### config.mk
export PLATFORM = sky130hd
export DESIGN_NAME = controller_v2
export DESIGN_NICKNAME = d
export VERILOG_FILES = /design/src/rtl/controller_v2_pkg.sv /design/src/rtl/controller_v2_wait_timer.sv /design/src/rtl/controller_v2.sv
export SDC_FILE = /design/constraint.sdc
export NUM_CORES = 1
export LEC_CHECK = 0
export ABC_CLOCK_PERIOD_IN_PS = 3750
export BUFFER_PORTS_ARGS = -buffer_cell sky130_fd_sc_hd__buf_2
export CORE_AREA = 2 2 55 57
export DETAILED_ROUTE_END_ITERATION = 6
export DIE_AREA = 0 0 57 59
export PLACE_DENSITY = 0.88
export SYNTH_ARGS = -nofsm -noshare
export SYNTH_HDL_FRONTEND = slang
export SYNTH_HIERARCHICAL = 1
export SYNTH_SLANG_ARGS = --single-unit
export TNS_END_PERCENT = 5
### constraint.sdc
create_clock -name clk -period 3.75 [get_ports clk]
set_input_delay 0.75 -clock clk [delete_from_list [all_inputs] [get_ports clk]]
set_output_delay 0.75 -clock clk [all_outputs]
set_load 0.02 [all_outputs]
### src/rtl/controller_v2_pkg.sv
`default_nettype none
// ============================================================================
//  Module      : controller_pkg
//  Description : Shared types and constants for the controller_v2 multicycle
//                RV32I main-control FSM: state encoding, datapath mux select
//                encodings, opcode / funct7 constants and error-bit indices.
//  Revision    : 1.0 - initial release
// ============================================================================
package controller_pkg;

  // 16 legal states in a 5-bit register; encodings 16..31 are unreachable.
  typedef enum logic [4:0] {
    S_FETCH    = 5'd0,
    S_DECODE   = 5'd1,
    S_MEMADR   = 5'd2,
    S_MEMREAD  = 5'd3,
    S_MEMWB    = 5'd4,
    S_MEMWRITE = 5'd5,
    S_EXECR    = 5'd6,
    S_EXECI    = 5'd7,
    S_ALUWB    = 5'd8,
    S_BRANCH   = 5'd9,
    S_JAL      = 5'd10,
    S_JALR     = 5'd11,
    S_LUI      = 5'd12,
    S_AUIPC    = 5'd13,
    S_MULDIV   = 5'd14,
    S_TRAP     = 5'd15
  } state_e;

  typedef enum logic [1:0] {
    SRCA_PC    = 2'd0,
    SRCA_OLDPC = 2'd1,
    SRCA_RS1   = 2'd2
  } alu_src_a_e;

  typedef enum logic [1:0] {
    SRCB_RS2  = 2'd0,
    SRCB_IMM  = 2'd1,
    SRCB_FOUR = 2'd2
  } alu_src_b_e;

  typedef enum logic [1:0] {
    RES_ALUOUT  = 2'd0,
    RES_MEMDATA = 2'd1,
    RES_ALU     = 2'd2
  } result_src_e;

  typedef enum logic [1:0] {
    ALUOP_ADD   = 2'd0,
    ALUOP_SUB   = 2'd1,
    ALUOP_FUNCT = 2'd2
  } alu_op_e;

  // RV32I major opcodes
  localparam logic [6:0] c_OP_LOAD   = 7'b0000011;
  localparam logic [6:0] c_OP_STORE  = 7'b0100011;
  localparam logic [6:0] c_OP_RTYPE  = 7'b0110011;
  localparam logic [6:0] c_OP_ITYPE  = 7'b0010011;
  localparam logic [6:0] c_OP_BRANCH = 7'b1100011;
  localparam logic [6:0] c_OP_JAL    = 7'b1101111;
  localparam logic [6:0] c_OP_JALR   = 7'b1100111;
  localparam logic [6:0] c_OP_LUI    = 7'b0110111;
  localparam logic [6:0] c_OP_AUIPC  = 7'b0010111;

  // R-type funct7 values
  localparam logic [6:0] c_F7_BASE   = 7'b0000000;
  localparam logic [6:0] c_F7_ALT    = 7'b0100000;
  localparam logic [6:0] c_F7_MULDIV = 7'b0000001;

  // error_vector bit positions ([6] reserved, [7] summary)
  localparam int c_ERR_ILLEGAL_OP  = 0;
  localparam int c_ERR_ILLEGAL_F7  = 1;
  localparam int c_ERR_FETCH_TO    = 2;
  localparam int c_ERR_DMEM_TO     = 3;
  localparam int c_ERR_MULDIV_TO   = 4;
  localparam int c_ERR_BAD_STATE   = 5;

  // States that wait on an external ready/done and run the timeout counter.
  function automatic logic is_wait_state(input state_e s);
    return (s == S_FETCH) || (s == S_MEMREAD) || (s == S_MEMWRITE) || (s == S_MULDIV);
  endfunction

endpackage
`default_nettype wire

### src/rtl/controller_v2_wait_timer.sv
`default_nettype none
// ============================================================================
//  Module      : wait_timer
//  Description : Consecutive not-ready cycle counter. Clear has priority over
//                enable; o_tc flags that WAIT_MAX low cycles have already been
//                counted, i.e. the current low cycle is the (WAIT_MAX+1)-th.
//  Ports       : clk, rst      - clock, synchronous active-high reset
//                i_clr         - zero the counter (state transition)
//                i_en          - count this cycle (ready/done low)
//                o_count       - current count
//                o_tc          - terminal count reached
//  Revision    : 1.0 - initial release
// ============================================================================
module wait_timer #(
  parameter int WAIT_MAX = 15,
  parameter int CNT_W    = $clog2(WAIT_MAX + 1)
) (
  input  logic             clk,
  input  logic             rst,
  input  logic             i_clr,
  input  logic             i_en,
  output logic [CNT_W-1:0] o_count,
  output logic             o_tc
);

  localparam logic [CNT_W-1:0] c_TC_VAL = CNT_W'(WAIT_MAX);

  logic [CNT_W-1:0] r_count;

  // The FSM leaves the wait state on terminal count, so holding at c_TC_VAL
  // only guards against wrap if the counter is ever enabled past it.
  always_ff @(posedge clk) begin
    if (rst || i_clr) begin
      r_count <= '0;
    end else if (i_en && !o_tc) begin
      r_count <= r_count + CNT_W'(1);
    end
  end

  assign o_count = r_count;
  assign o_tc    = (r_count == c_TC_VAL);

endmodule
`default_nettype wire

### src/rtl/controller_v2.sv
`default_nettype none
// ============================================================================
//  Module      : controller_v2
//  Description : Multicycle RV32I main-control FSM with ready/valid memory
//                handshake, wait-state timeout, optional M-extension execute
//                state and a sticky debug error vector.
//  Ports       : clk, rst               - clock, synchronous active-high reset
//                i_opcode/funct3/funct7 - instruction register fields
//                i_mem_ready            - memory completes access this cycle
//                i_muldiv_done          - mul/div result valid
//                o_pc_write .. o_branch - per-state datapath controls
//                o_muldiv_start         - one-cycle start pulse
//                o_current/next_state_vector - FSM state for debug
//                o_error_vector         - sticky error flags, [7] = summary
//  Revision    : 1.0 - initial release
// ============================================================================
module controller_v2
  import controller_pkg::*;
#(
  parameter int ENABLE_M = 0,
  parameter int WAIT_MAX = 15,
  parameter int CNT_W    = $clog2(WAIT_MAX + 1)
) (
  input  logic       clk,
  input  logic       rst,
  input  logic [6:0] i_opcode,
  input  logic [2:0] i_funct3,
  input  logic [6:0] i_funct7,
  input  logic       i_mem_ready,
  input  logic       i_muldiv_done,
  output logic       o_pc_write,
  output logic       o_ir_write,
  output logic       o_mem_read,
  output logic       o_mem_write,
  output logic       o_adr_src,
  output logic       o_reg_write,
  output logic [1:0] o_alu_src_a,
  output logic [1:0] o_alu_src_b,
  output logic [1:0] o_result_src,
  output logic [1:0] o_alu_op,
  output logic       o_branch,
  output logic       o_muldiv_start,
  output logic [4:0] o_current_state_vector,
  output logic [4:0] o_next_state_vector,
  output logic [7:0] o_error_vector
);

  state_e           r_state;
  state_e           w_next;
  logic [5:0]       r_err;
  logic [5:0]       w_err_set;
  logic             w_rdy;
  logic             w_tc;
  logic             w_clr;
  logic             w_en;
  logic [CNT_W-1:0] w_count;

  // funct3 is resolved by the datapath ALU decoder, not by this FSM.
  logic w_unused_funct3;
  assign w_unused_funct3 = ^i_funct3;

  // Ready/done source for whichever wait state is active.
  always_comb begin
    w_rdy = 1'b1;
    case (r_state)
      S_FETCH, S_MEMREAD, S_MEMWRITE: w_rdy = i_mem_ready;
      S_MULDIV:                       w_rdy = i_muldiv_done;
      default:                        w_rdy = 1'b1;
    endcase
  end

  // Any state change restarts the count, so every wait state is entered at 0.
  assign w_clr = (w_next != r_state);
  assign w_en  = is_wait_state(r_state) && !w_rdy;

  wait_timer #(
    .WAIT_MAX (WAIT_MAX),
    .CNT_W    (CNT_W)
  ) u_wait_timer (
    .clk     (clk),
    .rst     (rst),
    .i_clr   (w_clr),
    .i_en    (w_en),
    .o_count (w_count),
    .o_tc    (w_tc)
  );

  // --------------------------------------------------------------------------
  // Next-state logic and error capture
  // --------------------------------------------------------------------------
  always_comb begin
    w_next    = r_state;
    w_err_set = '0;
    case (r_state)
      S_FETCH: begin
        if (i_mem_ready) begin
          w_next = S_DECODE;
        end else if (w_tc) begin
          w_next                    = S_TRAP;
          w_err_set[c_ERR_FETCH_TO] = 1'b1;
        end
      end
      S_DECODE: begin
        case (i_opcode)
          c_OP_LOAD, c_OP_STORE: w_next = S_MEMADR;
          c_OP_RTYPE: begin
            if (i_funct7 == c_F7_BASE || i_funct7 == c_F7_ALT) begin
              w_next = S_EXECR;
            end else if (i_funct7 == c_F7_MULDIV && ENABLE_M != 0) begin
              w_next = S_MULDIV;
            end else begin
              w_next                      = S_TRAP;
              w_err_set[c_ERR_ILLEGAL_F7] = 1'b1;
            end
          end
          c_OP_ITYPE:  w_next = S_EXECI;
          c_OP_BRANCH: w_next = S_BRANCH;
          c_OP_JAL:    w_next = S_JAL;
          c_OP_JALR:   w_next = S_JALR;
          c_OP_LUI:    w_next = S_LUI;
          c_OP_AUIPC:  w_next = S_AUIPC;
          default: begin
            w_next                      = S_TRAP;
            w_err_set[c_ERR_ILLEGAL_OP] = 1'b1;
          end
        endcase
      end
      // The IR still holds the instruction, so the opcode picks load vs store.
      S_MEMADR:   w_next = (i_opcode == c_OP_LOAD) ? S_MEMREAD : S_MEMWRITE;
      S_MEMREAD: begin
        if (i_mem_ready) begin
          w_next = S_MEMWB;
        end else if (w_tc) begin
          w_next                   = S_TRAP;
          w_err_set[c_ERR_DMEM_TO] = 1'b1;
        end
      end
      S_MEMWB:    w_next = S_FETCH;
      S_MEMWRITE: begin
        if (i_mem_ready) begin
          w_next = S_FETCH;
        end else if (w_tc) begin
          w_next                   = S_TRAP;
          w_err_set[c_ERR_DMEM_TO] = 1'b1;
        end
      end
      S_EXECR, S_EXECI, S_JAL, S_JALR, S_LUI, S_AUIPC: w_next = S_ALUWB;
      S_ALUWB:    w_next = S_FETCH;
      S_BRANCH:   w_next = S_FETCH;
      S_MULDIV: begin
        if (i_muldiv_done) begin
          w_next = S_ALUWB;
        end else if (w_tc) begin
          w_next                     = S_TRAP;
          w_err_set[c_ERR_MULDIV_TO] = 1'b1;
        end
      end
      S_TRAP:     w_next = S_TRAP;
      default: begin
        w_next                     = S_TRAP;
        w_err_set[c_ERR_BAD_STATE] = 1'b1;
      end
    endcase
  end

  always_ff @(posedge clk) begin
    if (rst) begin
      r_state <= S_FETCH;
      r_err   <= '0;
    end else begin
      r_state <= w_next;
      r_err   <= r_err | w_err_set;
    end
  end

  // --------------------------------------------------------------------------
  // Output decode (Moore, except the FETCH load enables)
  // --------------------------------------------------------------------------
  always_comb begin
    o_pc_write     = 1'b0;
    o_ir_write     = 1'b0;
    o_mem_read     = 1'b0;
    o_mem_write    = 1'b0;
    o_adr_src      = 1'b0;
    o_reg_write    = 1'b0;
    o_alu_src_a    = SRCA_PC;
    o_alu_src_b    = SRCB_RS2;
    o_result_src   = RES_ALUOUT;
    o_alu_op       = ALUOP_ADD;
    o_branch       = 1'b0;
    o_muldiv_start = 1'b0;
    case (r_state)
      S_FETCH: begin
        o_mem_read   = 1'b1;
        o_alu_src_b  = SRCB_FOUR;
        o_result_src = RES_ALU;
        // IR and PC load in the same cycle the memory returns the word.
        o_ir_write   = i_mem_ready;
        o_pc_write   = i_mem_ready;
      end
      S_DECODE: begin
        // Branch/JAL target OLDPC+imm is precomputed into ALUOut.
        o_alu_src_a = SRCA_OLDPC;
        o_alu_src_b = SRCB_IMM;
      end
      S_MEMADR: begin
        o_alu_src_a = SRCA_RS1;
        o_alu_src_b = SRCB_IMM;
      end
      S_MEMREAD: begin
        o_mem_read = 1'b1;
        o_adr_src  = 1'b1;
      end
      S_MEMWB: begin
        o_result_src = RES_MEMDATA;
        o_reg_write  = 1'b1;
      end
      S_MEMWRITE: begin
        o_mem_write = 1'b1;
        o_adr_src   = 1'b1;
      end
      S_EXECR: begin
        o_alu_src_a = SRCA_RS1;
        o_alu_op    = ALUOP_FUNCT;
      end
      S_EXECI: begin
        o_alu_src_a = SRCA_RS1;
        o_alu_src_b = SRCB_IMM;
        o_alu_op    = ALUOP_FUNCT;
      end
      S_ALUWB: begin
        o_reg_write = 1'b1;
      end
      S_BRANCH: begin
        o_alu_src_a = SRCA_RS1;
        o_alu_op    = ALUOP_SUB;
        o_branch    = 1'b1;
      end
      S_JAL: begin
        // PC takes the DECODE-time target from ALUOut while the ALU forms
        // the link value OLDPC+4 for ALUWB.
        o_alu_src_a = SRCA_OLDPC;
        o_alu_src_b = SRCB_FOUR;
        o_pc_write  = 1'b1;
      end
      S_JALR: begin
        o_alu_src_a  = SRCA_RS1;
        o_alu_src_b  = SRCB_IMM;
        o_result_src = RES_ALU;
        o_pc_write   = 1'b1;
      end
      S_LUI: begin
        // The ALU decoder passes operand B straight through for LUI.
        o_alu_src_b = SRCB_IMM;
        o_alu_op    = ALUOP_FUNCT;
      end
      S_AUIPC: begin
        o_alu_src_a = SRCA_OLDPC;
        o_alu_src_b = SRCB_IMM;
      end
      S_MULDIV: begin
        o_alu_src_a    = SRCA_RS1;
        // Counter is zero only on the entry cycle: any stay increments it.
        o_muldiv_start = (w_count == '0);
      end
      default: ;
    endcase
  end

  assign o_current_state_vector = r_state;
  assign o_next_state_vector    = w_next;
  assign o_error_vector         = {(|r_err), 1'b0, r_err};

endmodule
`default_nettype wire
### Word-level counts from Yosys, hierarchy flattened

Cells that the tools add are included.

| operators by class | value |
|---|---|
| reductions and logical operators | 29 |
| equal/unequal tests | 27 |
| mux-type cells | 33 |
| $add $sub $neg | 1 |
| bitwise gates (word level) | 1 |

Operators by type and width:

| cell | count |
|---|---|
| $eq A5 B4 Y1 const B | 8 |
| $pmux W5 S8 | 1 |
| $pmux W4 S8 | 1 |
| $eq A7 B6 Y1 const B | 4 |
| $mux W5 | 5 |
| $reduce_or A6 Y1 | 4 |
| $eq A7 B7 Y1 const B | 3 |
| $eq A5 B3 Y1 const B | 4 |
| $mux W1 | 17 |
| $pmux W2 S2 | 4 |
| $reduce_or A16 Y1 | 1 |
| $eq A7 B5 Y1 const B | 2 |
| $reduce_or A2 Y1 | 7 |
| $reduce_or A3 Y1 | 4 |
| $eq A5 B2 Y1 const B | 2 |
| $reduce_or A9 Y1 | 1 |
| $eq A7 B2 Y1 const B | 1 |
| $logic_not A7 Y1 | 1 |
| $or A6 B6 Y6 | 1 |
| $eq A5 B1 Y1 const B | 1 |
| $logic_not A5 Y1 | 1 |
| $logic_or A1 B1 Y1 | 5 |
| $ne A5 B5 Y1 | 1 |
| $add A4 B1 Y4 const B | 1 |
| 8 further kinds | 11 |

| word-level totals | value |
|---|---|
| flip-flop bits (word level) | 15 |
| output and inout port bits | 34 |
| word-level logic and storage cells | 94 |

### Depth between registers and ports, before layout

| depth | value |
|---|---|
| depth after elaboration | 7 |
| mapped depth | 12 |

### Cells and area by module

The synthesis kept the hierarchy.

By module, submodules not included:

| module | cells each | sequential area each (um^2) | instances | area an instance (um^2) |
|---|---|---|---|---|
| controller_v2 | 164 | 220.2 | 1 | 1178.6 |
| wait_timer | 22 | 80.1 | 1 | 211.5 |

### Worst setup path before layout

Ideal clock, no wire load.

| path | value |
|---|---|
| path type | reg2out |
| start point | register r_state[2], in the netlist o_current_state_vector[2] |
| end point | output port o_reg_write |
| cell stages (with the launch flop) | 7 |
| buffers on the path | 3 |
| arrival time | 2230 ps |
| slack | 770 ps |
| cells stage by stage | dfxtp_1 -> buf_2 -> buf_4 -> buf_2 -> clkinv_1 -> nand2_1 -> a2111oi_0 |

| on the way | value |
|---|---|
| word-level cells in the longest chain between the ends | 3 |
| elaborated cells on any way between the ends | 4 |
| classes of those cells | eq/ne: 2; mux: 1; reduce/logical: 1 |

Ends and longest elaborated chain:

| item | line | text |
|---|---|---|
| start, declared | controller_v2.sv:48 | `state_e r_state;` |
| start signal, assigned | controller_v2.sv:171 | `r_state <= w_next;` |
| $eq A5 B4 Y1 / $eq A5 B3 Y1 (equally long branches) | controller_v2.sv:192 | `case (r_state)` |
| $reduce_or A2 Y1 (no line) * | - |  |
| $mux W1 * | controller_v2.sv:192 |  |
| end, declared | controller_v2.sv:36 | `output logic o_reg_write,` |

Every way passes the cells marked *; elsewhere a longest branch is shown, timed or not.

### Worst setup path after layout

| path | value |
|---|---|
| start point | register u_wait_timer.r_count[0], in the netlist u_wait_timer/o_count[0] |
| end point | output port o_next_state_vector[2] |

| on the way | value |
|---|---|
| word-level cells in the longest chain between the ends | 4 |
| elaborated cells on any way between the ends | 7 |
| classes of those cells | eq/ne: 1; mux: 6 |

Ends and longest elaborated chain:

| item | line | text |
|---|---|---|
| start, declared | controller_v2_wait_timer.sv:28 | `logic [CNT_W-1:0] r_count;` |
| start signal, assigned | controller_v2_wait_timer.sv:36 | `r_count <= r_count + CNT_W'(1);` |
| $eq A4 B4 Y1 * | controller_v2_wait_timer.sv:41 | `assign o_tc = (r_count == c_TC_VAL);` |
| via w_tc | controller_v2.sv:53 | `logic w_tc;` |
| $mux W5 * | - |  |
| $mux W5, on equally long branches | - |  |
| $pmux W5 S8 * | controller_v2.sv:94 | `case (r_state)` |
| end, declared | controller_v2.sv:44 | `output logic [4:0] o_next_state_vector,` |

Mark *: on every way through the listed nets, which the timed path passes. The rest lies on a longest branch.

==> out/results.txt <==
outcome: complete, no violations
Crit Path Max Fanout: 11
wire per inst: 13.26 um
Via density: 6.012
Port Buffers: 48
clock latency at the later pin of the worst-skew pair: 0.30 ns
area grow syn2layout: 17.55%
Util after Layout: 0.6030
Post-layout nets: 248
adder-cell share of the synthesized area: 0.009001
CTS tree: built
RSZ-0062 raised after global routing: no
Detail Route Antenna Nets: 0
Root Driver: clkbuf_4
crit end category: primary output
Post-Syn Area: 1390 um2
Sequential Power Share: 0.437
global route overflow: 0
fill count: 269
All-Layer GR Usage: 0.2101
largest family of logic cells by synthesized area: simple AND/OR/NAND/NOR gates
ant diodes: 0
core area: 2710 um2
share of the synthesized area in the top cell type: 0.2160
initial antenna violation count: 0
drt drc: 0
Crit. Startpoint: u_wait_timer/o_count[0]
Int Pwr: 259.8 uW
Die W: 57 um
endpoints failing setup: 0
TNS Setup: 0 ns
Min-Delay Path Depth: 2
Core Rows: 19
Synth Instances: 186
First-pass DRT Iterations: 4
Slew Limit Headroom: 0.4006
cells resized by post-CTS repair: 0
total power: 426.8 uW
clock sinks: 15
Min-Delay Startpoint: r_err[0]
post-synthesis compound-gate area fraction: 0.2718
cts bufs inserted: 3
worst r2r src: o_current_state_vector[2]
Worst Max-Slew Pin Slew: 0.8979 ns
FFs w/ async S/R, synth: 0
Leak Pwr: 0.0006915 uW
Reg2Reg Setup Slack: 0.95 ns
crit path DAT: 2.40 ns
Synth cell types: 60
Yosys reg bits: 15
WP data required: 3.00 ns
Mean Syn Cell Area: 7.474 um2
Synth area leaders: dfxtp_1 22%, nor2_1 5.7%, a21oi_1 4.7%
routed vias: 1539
Synth Area in XOR/XNOR: 0.02520
CTS hold repair buffers: 0
crit share post-route: 0.8391
clock-pin slew on the worst setup and hold paths: 0.09 ns
Starting Density: 0.5129
mux cell area share after synthesis: 0.01440
final slew viol count: 0
R2R depth: 9
setup bufs post-CTS: 0
r2r endpoint: u_wait_timer/o_count[3]
Gate power share: 0.338
switching share of power: 0.3914
Tmin final: 3.147 ns
clock power share: 0.224
pre-CTS setup slack: 0.7697 ns
Post-Synth Simple-Gate Area: 0.3726
PD cells: 261.2 nW/um2
Final Skew: 0.008248 ns
Die Y: 59 um
Yosys top cell by area: dfxtp_1
final hold violations: 0
final hold slack: 0.4713 ns
max_cap viols: 0
CTS HTree Levels: 1
final worst setup slack: 0.6033 ns
CP Class: register to primary output
worst vdd ir: 0.2115 mV
Ys Warns: 6
largest net degree at the start of global routing: 28
vias in the first global route: 1266
CP Launch Type: register
FMAX: 317.8 MHz
final wirelength: 3395 um
WHS Endpoint: r_err[0]
hold crit path type: register to register
Initial DRC Count: 105
first-pass GRT wire length: 5616 um
Synth Flop Type: dfxtp_1
Post-synth EDFFs: 0
post-DP HPWL: 2569 um
CTS Buffer Depth: 2
Switching Power: 167.0 uW
routability cong.: 0.8643
sequential area share after synthesis: 0.2160
share of cells above drive strength 1: 0.3156
die area: 3363 um2
# IOs: 55
[synth_stat cells, types with 4 or more instances]
| cell type | instances |
|---|---|
| a31oi_1 | 5 |
| nand3b_1 | 4 |
| buf_2 | 8 |
| nor3_1 | 11 |
| inv_1 | 6 |
| o21ai_0 | 5 |
| nand2_1 | 12 |
| nor4_1 | 6 |
| nor2_1 | 21 |
| buf_1 | 5 |
| nand2b_1 | 4 |
| buf_4 | 4 |
| dfxtp_1 | 15 |
| nor2b_1 | 7 |
| nand3_1 | 4 |
| a21oi_1 | 13 |
[metrics by stage]
step / std cells / instance area (um2)
floorplan: 188 / 1398
global placement: 252 / 1607
detailed placement: 252 / 1607
CTS: 256 / 1634
global route: 256 / 1634
finish: 256 / 1634
[cell usage in the layout (no fill, tap or decap), types with 4 or more instances in the layout]
cell type / synthesis / final
nand2_1: 12 / 12
dfxtp_1: 15 / 15
nor2b_1: 7 / 7
nand3b_1: 4 / 4
buf_2: 8 / 48
nand2b_1: 4 / 4
inv_1: 6 / 6
nor2_1: 21 / 21
nand3_1: 4 / 4
a31oi_1: 5 / 5
o21ai_0: 5 / 5
a21oi_1: 13 / 13
nor4_1: 6 / 6
nor3_1: 11 / 11
[power groups by stage]
stage / Clock, uW / Sequential, uW / Combinational (uW)
final: 95.7 / 187 / 144
after detailed placement: 0 / 190 / 143
after global placement: 0 / 190 / 141
after global routing: 102 / 189 / 159
after floorplan: 0 / 178 / 115
after CTS: 96.6 / 187 / 144
[per-layer routing]
metal  vias to the layer above  share of wire  track usage
li1                        763              -            -
met1                       685           0.45       0.2890
met2                        78           0.44       0.3268
met3                        13          0.085      0.02620
met4                         0          0.033       0.1030
met5                         -              0            0
[state kept, by name (all words and copies together), names as in the netlist]
signal and cells:
u_wait_timer/o_count 4, r_err 6, o_current_state_vector 5
[critical path: stages (launching register included)]
cell       delay [ns]
dfxtp_1          0.41
ha_1             0.23
nand3_2          0.11
inv_2            0.19
or3b_1           0.36
a2111oi_0        0.35
a31oi_1          0.09
nand4_2          0.16
buf_2            0.19
[kinds of logic after synthesis]
family	Yosys count
AOI/OAI and AO/OA	49
xor gates and xnor gates	4
adders and majority gates	1
buffers and inverters	26
DFF	15
muxes	2
other	1
and+or+nand+nor	88
[how the worst max path moves through the flow]
stage	to	slack, ns	cells after the start
after floorplan	o_reg_write	0.77	6
after global placement	o_next_state_vector[3]	0.76	6
after detailed placement	o_next_state_vector[3]	0.77	6
after CTS	o_next_state_vector[2]	0.60	8
after global routing	o_next_state_vector[1]	0.38	5
final	o_next_state_vector[2]	0.60	8
[layout make-up]
class | count | area [um2] | share of cell area
well taps | 31 | 38.79 | 0.02374
multi-input cells | 147 | 974.7 | 0.5965
clock inverters | 1 | 5.005 | 0.003063
repair buffers | 51 | 262.8 | 0.1608
inverters | 8 | 30.03 | 0.01838
flip-flops and latches | 15 | 300.3 | 0.1838
clock buffers | 3 | 22.52 | 0.01378
No activity file was read; power rests on OpenSTA's default activity.
